==> src/rtl/jtag_tap_pkg.sv <==
// Shared TAP types: 1149.1 state encoding, opcode values and the instruction decoder.
package jtag_tap_pkg;

  typedef enum logic [3:0] {
    TLR        = 4'd0,
    RTI        = 4'd1,
    SELECT_DR  = 4'd2,
    CAPTURE_DR = 4'd3,
    SHIFT_DR   = 4'd4,
    EXIT1_DR   = 4'd5,
    PAUSE_DR   = 4'd6,
    EXIT2_DR   = 4'd7,
    UPDATE_DR  = 4'd8,
    SELECT_IR  = 4'd9,
    CAPTURE_IR = 4'd10,
    SHIFT_IR   = 4'd11,
    EXIT1_IR   = 4'd12,
    PAUSE_IR   = 4'd13,
    EXIT2_IR   = 4'd14,
    UPDATE_IR  = 4'd15
  } tap_state_t;

  localparam int EXTEST    = 0;
  localparam int SAMPLE    = 1;
  localparam int IDCODE    = 2;
  localparam int USER_BASE = 3;

  typedef enum logic [2:0] {
    OP_EXTEST,
    OP_SAMPLE,
    OP_IDCODE,
    OP_USER,
    OP_BYPASS
  } op_kind_t;

  typedef struct packed {
    op_kind_t   kind;
    logic [1:0] user_idx;
  } op_dec_t;

  // Anything that is not a defined opcode falls back to BYPASS.
  function automatic op_dec_t opcode_decode(input logic [7:0] op, input int ir_width,
                                            input int num_udr);
    op_dec_t    d;
    logic [7:0] ones;
    ones       = 8'hFF >> (8 - ir_width);
    d.kind     = OP_BYPASS;
    d.user_idx = 2'd0;
    if (op == ones)
      d.kind = OP_BYPASS;
    else if (int'(op) == EXTEST)
      d.kind = OP_EXTEST;
    else if (int'(op) == SAMPLE)
      d.kind = OP_SAMPLE;
    else if (int'(op) == IDCODE)
      d.kind = OP_IDCODE;
    else if (int'(op) >= USER_BASE && int'(op) < USER_BASE + num_udr) begin
      d.kind     = OP_USER;
      d.user_idx = 2'(int'(op) - USER_BASE);
    end
    return d;
  endfunction

endpackage

==> src/rtl/jtag_tap_fsm.sv <==
// 16-state TAP controller; phase strobes are registered alongside the state so they
// are exactly "state == X" with no decode glitches.
module jtag_tap_fsm
  import jtag_tap_pkg::*;
(
  input  logic       tck,
  input  logic       trst,
  input  logic       tms,
  output tap_state_t state,
  output tap_state_t nxt,
  output logic       cap_dr,
  output logic       sh_dr,
  output logic       upd_dr,
  output logic       cap_ir,
  output logic       sh_ir,
  output logic       upd_ir
);

  always_comb begin
    nxt = state;
    case (state)
      TLR:        nxt = tms ? TLR       : RTI;
      RTI:        nxt = tms ? SELECT_DR : RTI;
      SELECT_DR:  nxt = tms ? SELECT_IR : CAPTURE_DR;
      CAPTURE_DR: nxt = tms ? EXIT1_DR  : SHIFT_DR;
      SHIFT_DR:   nxt = tms ? EXIT1_DR  : SHIFT_DR;
      EXIT1_DR:   nxt = tms ? UPDATE_DR : PAUSE_DR;
      PAUSE_DR:   nxt = tms ? EXIT2_DR  : PAUSE_DR;
      EXIT2_DR:   nxt = tms ? UPDATE_DR : SHIFT_DR;
      UPDATE_DR:  nxt = tms ? SELECT_DR : RTI;
      SELECT_IR:  nxt = tms ? TLR       : CAPTURE_IR;
      CAPTURE_IR: nxt = tms ? EXIT1_IR  : SHIFT_IR;
      SHIFT_IR:   nxt = tms ? EXIT1_IR  : SHIFT_IR;
      EXIT1_IR:   nxt = tms ? UPDATE_IR : PAUSE_IR;
      PAUSE_IR:   nxt = tms ? EXIT2_IR  : PAUSE_IR;
      EXIT2_IR:   nxt = tms ? UPDATE_IR : SHIFT_IR;
      UPDATE_IR:  nxt = tms ? SELECT_DR : RTI;
      default:    nxt = TLR;
    endcase
  end

  always_ff @(posedge tck or posedge trst) begin
    if (trst) begin
      state  <= TLR;
      cap_dr <= 1'b0;
      sh_dr  <= 1'b0;
      upd_dr <= 1'b0;
      cap_ir <= 1'b0;
      sh_ir  <= 1'b0;
      upd_ir <= 1'b0;
    end else begin
      state  <= nxt;
      cap_dr <= (nxt == CAPTURE_DR);
      sh_dr  <= (nxt == SHIFT_DR);
      upd_dr <= (nxt == UPDATE_DR);
      cap_ir <= (nxt == CAPTURE_IR);
      sh_ir  <= (nxt == SHIFT_IR);
      upd_ir <= (nxt == UPDATE_IR);
    end
  end

endmodule

==> src/rtl/jtag_tap_multi_udr.sv <==
// TAP with IDCODE, BYPASS, EXTEST/SAMPLE boundary hook and NUM_UDR user data registers.
module jtag_tap_multi_udr
  import jtag_tap_pkg::*;
#(
  parameter int          IR_WIDTH   = 4,
  parameter int          NUM_UDR    = 2,
  parameter int          UDR_WIDTH  = 16,
  parameter logic [31:0] IDCODE_VAL = 32'h1000_0001
) (
  input  logic                           tck,
  input  logic                           trst,
  input  logic                           tms,
  input  logic                           tdi,
  output logic                           tdo,
  output logic                           tdo_en,
  output logic [3:0]                     tap_state,
  output logic [IR_WIDTH-1:0]            ir,
  input  logic                           bsr_so,
  output logic                           capture_dr,
  output logic                           shift_dr,
  output logic                           update_dr,
  output logic                           extest,
  input  logic [NUM_UDR*UDR_WIDTH-1:0]   udr_in,
  output logic [NUM_UDR*UDR_WIDTH-1:0]   udr_out,
  output logic [NUM_UDR-1:0]             udr_upd
);

  localparam logic [IR_WIDTH-1:0] IR_IDCODE  = IR_WIDTH'(IDCODE);
  localparam logic [IR_WIDTH-1:0] IR_CAPTURE = IR_WIDTH'(1);

  tap_state_t state, nxt;
  logic       cap_dr, sh_dr, upd_dr, cap_ir, sh_ir, upd_ir;

  jtag_tap_fsm u_fsm (
    .tck    (tck),
    .trst   (trst),
    .tms    (tms),
    .state  (state),
    .nxt    (nxt),
    .cap_dr (cap_dr),
    .sh_dr  (sh_dr),
    .upd_dr (upd_dr),
    .cap_ir (cap_ir),
    .sh_ir  (sh_ir),
    .upd_ir (upd_ir)
  );

  op_dec_t dec;
  logic    bsr_sel;

  always_comb dec = opcode_decode(8'(ir), IR_WIDTH, NUM_UDR);

  assign bsr_sel    = (dec.kind == OP_EXTEST) || (dec.kind == OP_SAMPLE);
  assign tap_state  = state;
  assign extest     = (dec.kind == OP_EXTEST);
  assign capture_dr = cap_dr & bsr_sel;
  assign shift_dr   = sh_dr & bsr_sel;
  assign update_dr  = upd_dr & bsr_sel;

  logic [IR_WIDTH-1:0]                ir_sr;
  logic [31:0]                        id_sr;
  logic                               byp_sr;
  logic [UDR_WIDTH-1:0]               udr_sr;
  logic [NUM_UDR-1:0][UDR_WIDTH-1:0]  udr_in_a;
  logic [NUM_UDR-1:0][UDR_WIDTH-1:0]  udr_hold;

  assign udr_in_a = udr_in;
  assign udr_out  = udr_hold;

  // One shared user shift register: only the selected USERk can be in a DR scan.
  always_ff @(posedge tck or posedge trst) begin
    if (trst) begin
      ir       <= IR_IDCODE;
      ir_sr    <= '0;
      id_sr    <= '0;
      byp_sr   <= 1'b0;
      udr_sr   <= '0;
      udr_hold <= '0;
      udr_upd  <= '0;
    end else begin
      if (nxt == TLR)
        ir <= IR_IDCODE;
      else if (upd_ir)
        ir <= ir_sr;

      if (cap_ir)
        ir_sr <= IR_CAPTURE;
      else if (sh_ir)
        ir_sr <= {tdi, ir_sr[IR_WIDTH-1:1]};

      if (cap_dr) begin
        case (dec.kind)
          OP_IDCODE: id_sr  <= IDCODE_VAL;
          OP_BYPASS: byp_sr <= 1'b0;
          OP_USER: begin
            for (int k = 0; k < NUM_UDR; k++)
              if (dec.user_idx == 2'(k)) udr_sr <= udr_in_a[k];
          end
          default: ;
        endcase
      end else if (sh_dr) begin
        case (dec.kind)
          OP_IDCODE: id_sr  <= {tdi, id_sr[31:1]};
          OP_BYPASS: byp_sr <= tdi;
          OP_USER:   udr_sr <= (udr_sr >> 1) | (UDR_WIDTH'(tdi) << (UDR_WIDTH - 1));
          default: ;
        endcase
      end

      // Hold register and pulse both land on Update-DR entry so they line up.
      udr_upd <= '0;
      if (nxt == UPDATE_DR && dec.kind == OP_USER) begin
        for (int k = 0; k < NUM_UDR; k++) begin
          if (dec.user_idx == 2'(k)) begin
            udr_hold[k] <= udr_sr;
            udr_upd[k]  <= 1'b1;
          end
        end
      end
    end
  end

  logic tdo_src;

  always_comb begin
    tdo_src = byp_sr;
    if (sh_ir)
      tdo_src = ir_sr[0];
    else begin
      case (dec.kind)
        OP_IDCODE:            tdo_src = id_sr[0];
        OP_USER:              tdo_src = udr_sr[0];
        OP_EXTEST, OP_SAMPLE: tdo_src = bsr_so;
        default:              tdo_src = byp_sr;
      endcase
    end
  end

  always_ff @(negedge tck or posedge trst) begin
    if (trst) begin
      tdo    <= 1'b0;
      tdo_en <= 1'b0;
    end else if (sh_dr || sh_ir) begin
      tdo    <= tdo_src;
      tdo_en <= 1'b1;
    end else begin
      tdo_en <= 1'b0;
    end
  end

endmodule

==> config.mk <==
export PLATFORM = sky130hd
export DESIGN_NAME = jtag_tap_multi_udr
export DESIGN_NICKNAME = d
export VERILOG_FILES = /design/src/rtl/jtag_tap_pkg.sv /design/src/rtl/jtag_tap_fsm.sv /design/src/rtl/jtag_tap_multi_udr.sv
export SDC_FILE = /design/constraint.sdc
export NUM_CORES = 1
export LEC_CHECK = 0
export ABC_AREA = 0
export CAP_MARGIN = 30
export CORE_MARGIN = 2
export CORE_UTILIZATION = 60
export CTS_BUF_LIST = sky130_fd_sc_hd__clkbuf_4 sky130_fd_sc_hd__clkbuf_8
export DETAILED_ROUTE_END_ITERATION = 10
export DONT_BUFFER_PORTS = 1
export PLACE_DENSITY_LB_ADDON = 0.12
export SLEW_MARGIN = 25
export SYNTH_ARGS = -nofsm -noshare
export SYNTH_HDL_FRONTEND = slang
export SYNTH_SLANG_ARGS = --single-unit
==> constraint.sdc <==
create_clock -name tck -period 4.6 [get_ports tck]
set_clock_uncertainty 0.1 [all_clocks]
set_input_delay 0.69 -clock tck [delete_from_list [all_inputs] [get_ports tck]]
set_output_delay 0.69 -clock tck [all_outputs]
set_load 0.02 [all_outputs]
==> results of run 1 <==
-- how the worst min path moves through the flow --
stage	start	endpoint	cells past startpoint
floorplan	u_fsm.cap_ir$_DFF_PP0_	ir_sr[2]$_DFFE_PP0P_	1
global placement	id_sr[17]$_DFFE_PP0P_	id_sr[17]$_DFFE_PP0P_	2
detailed placement	id_sr[2]$_DFFE_PP0P_	id_sr[2]$_DFFE_PP0P_	2
CTS	trst	id_sr[26]$_DFFE_PP0P_	2
global route	trst	id_sr[17]$_DFFE_PP0P_	2
finish	trst	id_sr[26]$_DFFE_PP0P_	2
-- cell type report --
type / count / area, µm²
Fill cell: 617 / 2690
Sequential cell: 103 / 2580
Multi-Input combinational cell: 304 / 2030
Tap cell: 102 / 128
Clock buffer: 9 / 124
Timing Repair Buffer: 10 / 75.1
Clock inverter: 7 / 55.1
Inverter: 9 / 37.5
-- state kept, by name (all words and copies together) (netlist names), 2 cells and up --
name and cells:
ir_sr 4, id_sr 32, ir 4, udr_upd 2
u_fsm.state 4, udr_sr 16, udr_out 32
-- worst register-to-register path: cells and delay by family, from the launching register on --
kind | cells | cell delay (ns)
flip-flops | 1 | 0.63
AND/OR/NAND/NOR | 4 | 0.60
AO/OA/AOI/OAI | 1 | 0.33
adder cells (fa/ha/maj) | 1 | 0.25
buffers and inverters | 1 | 0.12
-- Yosys cell counts, types with 3 or more instances --
master | instances | area, µm²
nor4_1 | 4 | 25.0
a21oi_1 | 5 | 25.0
nand2b_1 | 47 | 294
a41oi_1 | 16 | 140
nand3_1 | 19 | 95.1
mux2i_1 | 7 | 70.1
a211o_1 | 4 | 35.0
nor2b_1 | 5 | 31.3
nand2_1 | 36 | 135
nand3b_1 | 17 | 128
dfrtp_1 | 100 | 2500
nor3_1 | 7 | 35.0
mux2_4 | 9 | 135
inv_1 | 9 | 33.8
and2_1 | 3 | 18.8
nor3b_1 | 4 | 30.0
buf_6 | 3 | 33.8
ha_1 | 5 | 62.6
nor2_1 | 32 | 120
o21ai_0 | 37 | 185
clkbuf_1 | 30 | 113
mux2_2 | 24 | 270
-- per-stage QoR --
step	power (mW)	setup slack (ns)
finish	2.23	0.117
global route	2.38	0.00866
CTS	2.24	0.0375
detailed placement	1.72	0.0614
global placement	1.70	0.172
floorplan	1.60	0.230
-- power by group --
| part | total [mW] | switching (mW) | internal [mW] |
|---|---|---|---|
| Sequential | 1.22 | 0.196 | 1.02 |
| Clock | 0.522 | 0.319 | 0.203 |
| Combinational | 0.489 | 0.274 | 0.215 |
-- cell families after synthesis --
kind of cell | synth area share (%)
fa+ha+maj | 1.31
buf+inv | 3.95
compound gates | 9.52
flops | 53.9
xor+xnor | 0.183
mux | 9.94
simple gates | 21.2
-- per-layer routing --
| layer | up-vias | global-route usage, % | share of wire [%] |
|---|---|---|---|
| met3 | 15 | 5.48 | 5.9 |
| met2 | 74 | 33.5 | 45 |
| met1 | 1507 | 30.2 | 47 |
| met4 | 0 | 8.82 | 1.8 |
| li1 | 1523 | - | - |
| met5 | - | 0 | 0 |
-- timing repair --
item                       4_1_cts  5_1_grt
buffers inserted                 0        1
setup endpoints to repair        0        1
gates resized for setup          0        2
==> impl_metrics.toml, run 1 <==
[status]
status = "finished, final reports clean"

[synthesis]
synth_seq_cells = 103
netlist_area_um2 = 4780
seq_area_frac_synth_pct = 53.9
synthArstFlopShare_pct = 100
synth_edf_count = 0
synth_cells = 451
synthFlopType = "dfrtp_1"
yosys_warnings = 0
synth_cell_types = 44
syn_area_per_cell_um2 = 10.6
syn_nets = 493

[global_routing]
grt_pass1_vias = 2963
antenna_found_initial = 0
grt_util_all_layers_pct = 21.9
overflow = 0
grt_pass1_wl_mm = 14.9
grt_start_max_net_pins = 65

[clock_tree]
clock-root-buffer = "clkbuf_8"
clk_latency_ns = 0.36
cts.sinks = 103
cts.htree.levels = 3
cts_tree = "yes"
cts_buffer_depth = 2
cts_hold_buffers = 0
cts_buffers = 9
path_clk_slew_ns = 0.10

[placed_design]
port_buffers = 0
place_inst = 527
gp_congestion = 0.884
dp_hpwl_mm = 6.08
dpl_cell_area_um2 = 4840

[sta]
hold_viol_final = 0
grt_setup_unrepaired = "no"
setup_viol = 0
slew_headroom_pct = 35.1
worst_slew_pin_slew_ns = 0.974
final.setup.tns_ns = 0
slew_violations = 0
hold_ws_ns = 0.333

[worst_setup_path]
worstPathRequired_ns = 2.39
crit_slowest_cell = "dfstp_2"
worstSetupStartpoint = "ir[1]$_DFFE_PP1P_"
worstPathCellList = "inv_1 > ha_1 > nor2_2 > nor3_1 > nor3_1 > nor4b_1 > a221o_1"
crit_buf_inv = 1
cp-end-kind = "register"
r2r-start = "ir[1]$_DFFE_PP1P_"
slowest_delay_ns = 0.63
cp-start-kind = "register"
path_max_fanout = 5
worstRegToRegCells = 7
path_class = "reg2reg"
r2r_end = "tdo$_DFFE_NP0P_"
critPathTopFamily = "flip-flops"
critPathCapture = "tdo$_DFFE_NP0P_"
path_common_cell = "nor3_1"
critical_path_depth = 7
r2r_setup_slack_ns = 0.12
arrival_ns = 2.27

[floorplanning]
die_area_um2 = 8700
die_h_um = 93.3
start_util_pct = 61.9
core-area_um2 = 7730
die_w_um = 93.3
ios = 85
placement_rows = 32

[layout]
nets = 479
layout.cells.non_filler = 544
diodes = 0
area_delta_synth_final_pct = 5.23
finalInstanceArea_um2 = 5030
final_common_cell = "dfrtp_1"
layout-drive-gt1-share_pct = 15.4
layout_common_cells = "dfrtp_1 (99), nand2b_1 (47), o21ai_0 (37), nand2_1 (36), nor2_1 (31)"
final_util_pct = 65.1

[power]
p_leak_nw = 2.25
ir_worst_vdd_mv = 0.264
powerDensity_nw_per_um2 = 442

[drt]
wl_mm = 9.07
vias = 3119
wl_per_cell_um = 16.7
antenna_left = 0
drc = 0
drt-pass1-iter-count = 4
via_per_inst = 5.73
first_iter_violations = 148

[min_path]
hold_class = "in2async"

[run]
maxCapViolCount = 0
Note: power is estimated with default switching activity, not from simulation.
==> run 2, diff against run 1 <==
- ABC_AREA: 0 -> 1
- CELL_PAD_IN_SITES_DETAIL_PLACEMENT: default -> 0
- CELL_PAD_IN_SITES_GLOBAL_PLACEMENT: default -> 2
- CORE_UTILIZATION: 60 -> 39
- PLACE_DENSITY: default -> 0.79
- PLACE_DENSITY_LB_ADDON: 0.12 -> default
==> impl_metrics.toml, run 2 <==
[sta]
worst_slew_pin_slew_ns = 0.872
slew_headroom_pct = 41.7
grt_setup_unrepaired = "no"
hold_viol_final = 0
setup_viol = 0
slew_violations = 0
fin_ws_ns = 0.381
final.setup.tns_ns = 0
hold_ws_ns = 0.0916

[global_routing]
overflow = 0
grt_util_all_layers_pct = 19.0
grt_pass1_vias = 3946
grt_pass1_wl_mm = 21.0
grt_start_max_net_pins = 57
antenna_found_initial = 0

[clock_tree]
clock-root-buffer = "clkbuf_8"
cts_buffer_depth = 2
cts_resized = 0
clk_latency_ns = 0.37
cts_hold_buffers = 0
cts_tree = "yes"
path_clk_slew_ns = 0.10
cts.htree.levels = 3
cts_setup_buffers = 0
cts.sinks = 103
cts_buffers = 9

[layout]
diodes = 0
final.fill_count = 1336
regArea_um2 = 2580
area_delta_synth_final_pct = 6.64
finalInstanceArea_um2 = 5410
nets = 657
layout-drive-gt1-share_pct = 9.84
layout.cells.non_filler = 792
multi_input_area_um2 = 2030
final_common_cell = "nand2_1"
final_util_pct = 42.7
layout_common_cells = "nand2_1 (163), dfrtp_1 (100), inv_1 (70), nand3_1 (56), nor2_1 (45)"

[floorplanning]
core-area_um2 = 12700
die_area_um2 = 13900
die_h_um = 118
placement_rows = 41
start_util_pct = 40.0
die_w_um = 118
ios = 85

[synthesis]
synth.most_common_cell = "nand2_1"
synth_seq_cells = 103
seq_area_frac_synth_pct = 50.9
synthFlopType = "dfrtp_1"
synth_top_area_share_pct = 49.4
synth_cell_types = 34
synth_cells = 626
syn_area_per_cell_um2 = 8.10
synth_edf_count = 0
synthTopCellsByCount = "nand2_1 (163), dfrtp_1 (100), inv_1 (71), nand3_1 (56), nor2_1 (46)"
yosys_warnings = 0
netlist_area_um2 = 5070
syn_nets = 668
synth_largest_area_cell = "dfrtp_1"
synthArstFlopShare_pct = 100
yosys-top-cells-area = "dfrtp_1 (49%), nand2_1 (12%), nand3_1 (5.5%), inv_1 (5.3%), nand4_1 (4.3%)"

[placed_design]
gp_congestion = 0.854
dp_hpwl_mm = 8.68
place_ws_ns = 0.419
place_inst = 776
port_buffers = 0
dpl_cell_area_um2 = 5200

[worst_setup_path]
worstPathRequired_ns = 2.40
slowest_delay_ns = 0.54
cp-start-kind = "register"
cp-end-kind = "register"
path_max_fanout = 5
arrival_ns = 2.01
crit_slowest_cell = "dfstp_2"
path_class = "reg2reg"
worstPathCellList = "inv_1 > ha_1 > o21ai_2 > inv_1 > nor3_1 > nand2_1 > nand3_1 > nand2_1"

[power]
powerDensity_nw_per_um2 = 524
p_total_mw = 2.83
ir_worst_vdd_mv = 0.241
p_leak_nw = 2.83

[run]
maxCapViolCount = 0

[drt]
wl_mm = 12.4
drt-pass1-iter-count = 4
antenna_left = 0
via_per_inst = 5.07
drc = 0
first_iter_violations = 259
vias = 4014
wl_per_cell_um = 15.7

[min_path]
hold_class = "in2async"

[status]
status = "finished, final reports clean"
==> run 2: kinds of logic (layout without fill, tap and decap cells) <==
family	Yosys count	in the layout	synth area share, %
AOI/OAI and AO/OA	82	82	8.64
and+or+nand+nor	326	326	29.9
muxes	1	1	0.222
buffers and inverters	109	103	9.13
adders and majority gates	5	5	1.23
DFF	103	103	50.9
==> run 2: power by group <==
group	total (mW)	switching, mW	internal (mW)
sequential	1.31	0.243	1.07
combinational	0.910	0.642	0.268
clock	0.608	0.342	0.265
==> run 2: final cells by class <==
type	instances	area share, %
Tap cell	172	3.98
Clock inverter	7	1.60
Multi-Input combinational cell	414	37.6
Clock buffer	9	2.29
Timing Repair Buffer	10	1.46
Inverter	77	5.42
Sequential cell	103	47.7
==> run 2: worst max-delay path, delay by kind of cell (launching register included) <==
| kind | cells | cell delay [ns] |
|---|---|---|
| flip-flops | 1 | 0.54 |
| AND/OR/NAND/NOR | 4 | 0.49 |
| AO/OA/AOI/OAI | 1 | 0.24 |
| adder cells (fa/ha/maj) | 1 | 0.22 |
| buffers and inverters | 2 | 0.15 |
==> run 2: final timing paths <==
check                                      start  slack, ns  cells past startpoint                      to
max                            ir[1]$_DFFE_PP1P_       0.38                      8         tdo$_DFFE_NP0P_
min                                         trst       0.09                      1    ir_sr[3]$_DFFE_PP0P_
max reg2reg                    ir[1]$_DFFE_PP1P_       0.38                      8         tdo$_DFFE_NP0P_
min reg2reg                id_sr[27]$_DFFE_PP0P_       0.40                      2   id_sr[26]$_DFFE_PP0P_
max in group asynchronous                   trst       1.81                      1         tdo$_DFFE_NP0P_
min in group tck                             tms       0.28                      1  u_fsm.cap_dr$_DFF_PP0_
==> run 2: per-layer routing <==
metal | vias up | share of wire [%] | GRT usage, %
met4 | 0 | 1.3 | 6.55
met1 | 1934 | 48 | 26.5
li1 | 2000 | - | -
met3 | 8 | 3.8 | 4.22
met5 | - | 0 | 0
met2 | 72 | 46 | 29.0
==> run 3, diff against run 2 <==
- ABC_AREA: 1 -> 0
- CORE_UTILIZATION: 39 -> 42
- MAX_ROUTING_LAYER: default -> met4
==> impl_metrics.toml, run 3 (same netlist as run 1, synthesis figures left out) <==
[global_routing]
grt_pass1_vias = 3178
grt_pass1_wl_mm = 17.1
grt_util_all_layers_pct = 17.6
grt_start_max_net_pins = 81
antenna_found_initial = 0
overflow = 0

[sta]
slew_headroom_pct = 47.8
grt_setup_unrepaired = "no"
setup_viol = 0
hold_viol_final = 0
fin_ws_ns = 0.0960
slew_violations = 0
worst_slew_pin_slew_ns = 0.783
final.setup.tns_ns = 0

[drt]
antenna_left = 0
drc = 0
first_iter_violations = 309
wl_mm = 9.98
met3_length_um = 489
drt-pass1-iter-count = 4
vias = 3203
wirelength_met1_mm = 4.85
top_layer = "met4"
wl_met2_mm = 4.47
via_per_inst = 5.48
wl_per_cell_um = 17.1

[floorplanning]
ios = 85
core-area_um2 = 11000
die_area_um2 = 12300
placement_rows = 38
start_util_pct = 43.6
die_w_um = 111
die_h_um = 111

[worst_setup_path]
worstPathCellList = "inv_1 > ha_1 > nor3_2 > o21ai_0 > a221o_1 > a221o_1"
path_max_fanout = 4
path_common_cell = "a221o_1"
cp-start-kind = "register"
cp-end-kind = "register"
crit_slowest_cell = "dfstp_2"
arrival_ns = 2.29
slowest_delay_ns = 0.63
worstPathRequired_ns = 2.39
crit_buf_inv = 1
critPathTopFamily = "compound AO/OA/AOI/OAI gates"
path_class = "reg2reg"

[placed_design]
gp_congestion = 0.794
dp_hpwl_mm = 6.61
place_ws_ns = 0.0941
dpl_cell_area_um2 = 4920
port_buffers = 0

[run]
maxCapViolCount = 0

[power]
powerDensity_nw_per_um2 = 440
p_leak_nw = 2.28
ir_worst_vdd_mv = 0.206

[layout]
finalInstanceArea_um2 = 5140
layout-drive-gt1-share_pct = 16.0
final_common_cell = "dfrtp_1"
nets = 482
area_delta_synth_final_pct = 7.48
layout_common_cells = "dfrtp_1 (99), nand2b_1 (47), o21ai_0 (37), nand2_1 (36), nor2_1 (31)"
diodes = 0

[clock_tree]
clk_latency_ns = 0.36
cts_buffers = 9
cts_tree = "yes"
cts_setup_buffers = 0
cts_buffer_depth = 2
path_clk_slew_ns = 0.10
cts.htree.levels = 3
clock-root-buffer = "clkbuf_8"
cts.sinks = 103

[min_path]
hold_class = "in2reg"

[status]
status = "finished, final reports clean"
-- run 3: cell count changes in the layout (fill, tap and decap cells not counted), sizes merged, moves of 26 or more --
cell,previous run,this run
nand2,168,36
a21oi,35,5
nand2b,0,48
nand3,59,19
nand4,37,1
mux2,1,33
nor2,58,32
inv,81,8
-- run 3: final timing paths --
path,from,end,slack [ns],depth (start not counted)
max,ir[1]$_DFFE_PP1P_,tdo$_DFFE_NP0P_,0.1,6
min,tms,u_fsm.upd_dr$_DFF_PP0_,0.36,2
max reg2reg,ir[1]$_DFFE_PP1P_,tdo$_DFFE_NP0P_,0.1,6
min reg2reg,id_sr[21]$_DFFE_PP0P_,id_sr[21]$_DFFE_PP0P_,0.39,2
max in group asynchronous,trst,tdo$_DFFE_NP0P_,1.34,2
min in group asynchronous,trst,u_fsm.sh_ir$_DFF_PP0_,0.64,2
-- run 3: what timing repair did --
action	in CTS	in global routing
resized for setup	0	4
hold buffers	1	0
setup endpoints to repair	0	1
endpoints found under the hold margin	1	0
-- run 3: area by class of cell --
class                      count  area (µm²)
sequential                   103        2580
multi-input combinational    304        2040
clock inverter                 4        30.0
inverter                       9        37.5
timing repair buffer          13         115
clock buffer                  12         159
fill                        1032        5840
tap                          140         175
-- run 3: power breakdown --
part	switching [mW]	internal, mW	total (mW)
combinational	0.293	0.216	0.509
clock	0.314	0.234	0.548
sequential	0.186	1.02	1.20
-- run 3: per-layer routing --
metal  track usage, %  vias up
met1             24.8     1575
met3             3.61       14
met2             24.8       76
met5                -        -
li1                 -     1538
met4             7.00        0
-- run 3: worst register-to-register path: cells and delay by family, from the launching register on --
kind	cells	cell delay, ns
compound gates	3	0.72
fa+ha+maj	1	0.27
buf+inv	1	0.12
flops	1	0.63
simple gates	1	0.21
-- run 3: per-stage QoR --
step                      utilization, %  hold WS (ns)  cells  power, mW
after global routing                46.8         0.332    585       2.42
after CTS                           46.7         0.329    585       2.28
after detailed placement            44.8         0.371    568       1.73
after global placement              44.6         0.362    566       1.72
final                               46.8         0.356    585       2.26
after floorplan                        -         0.349    451       1.60
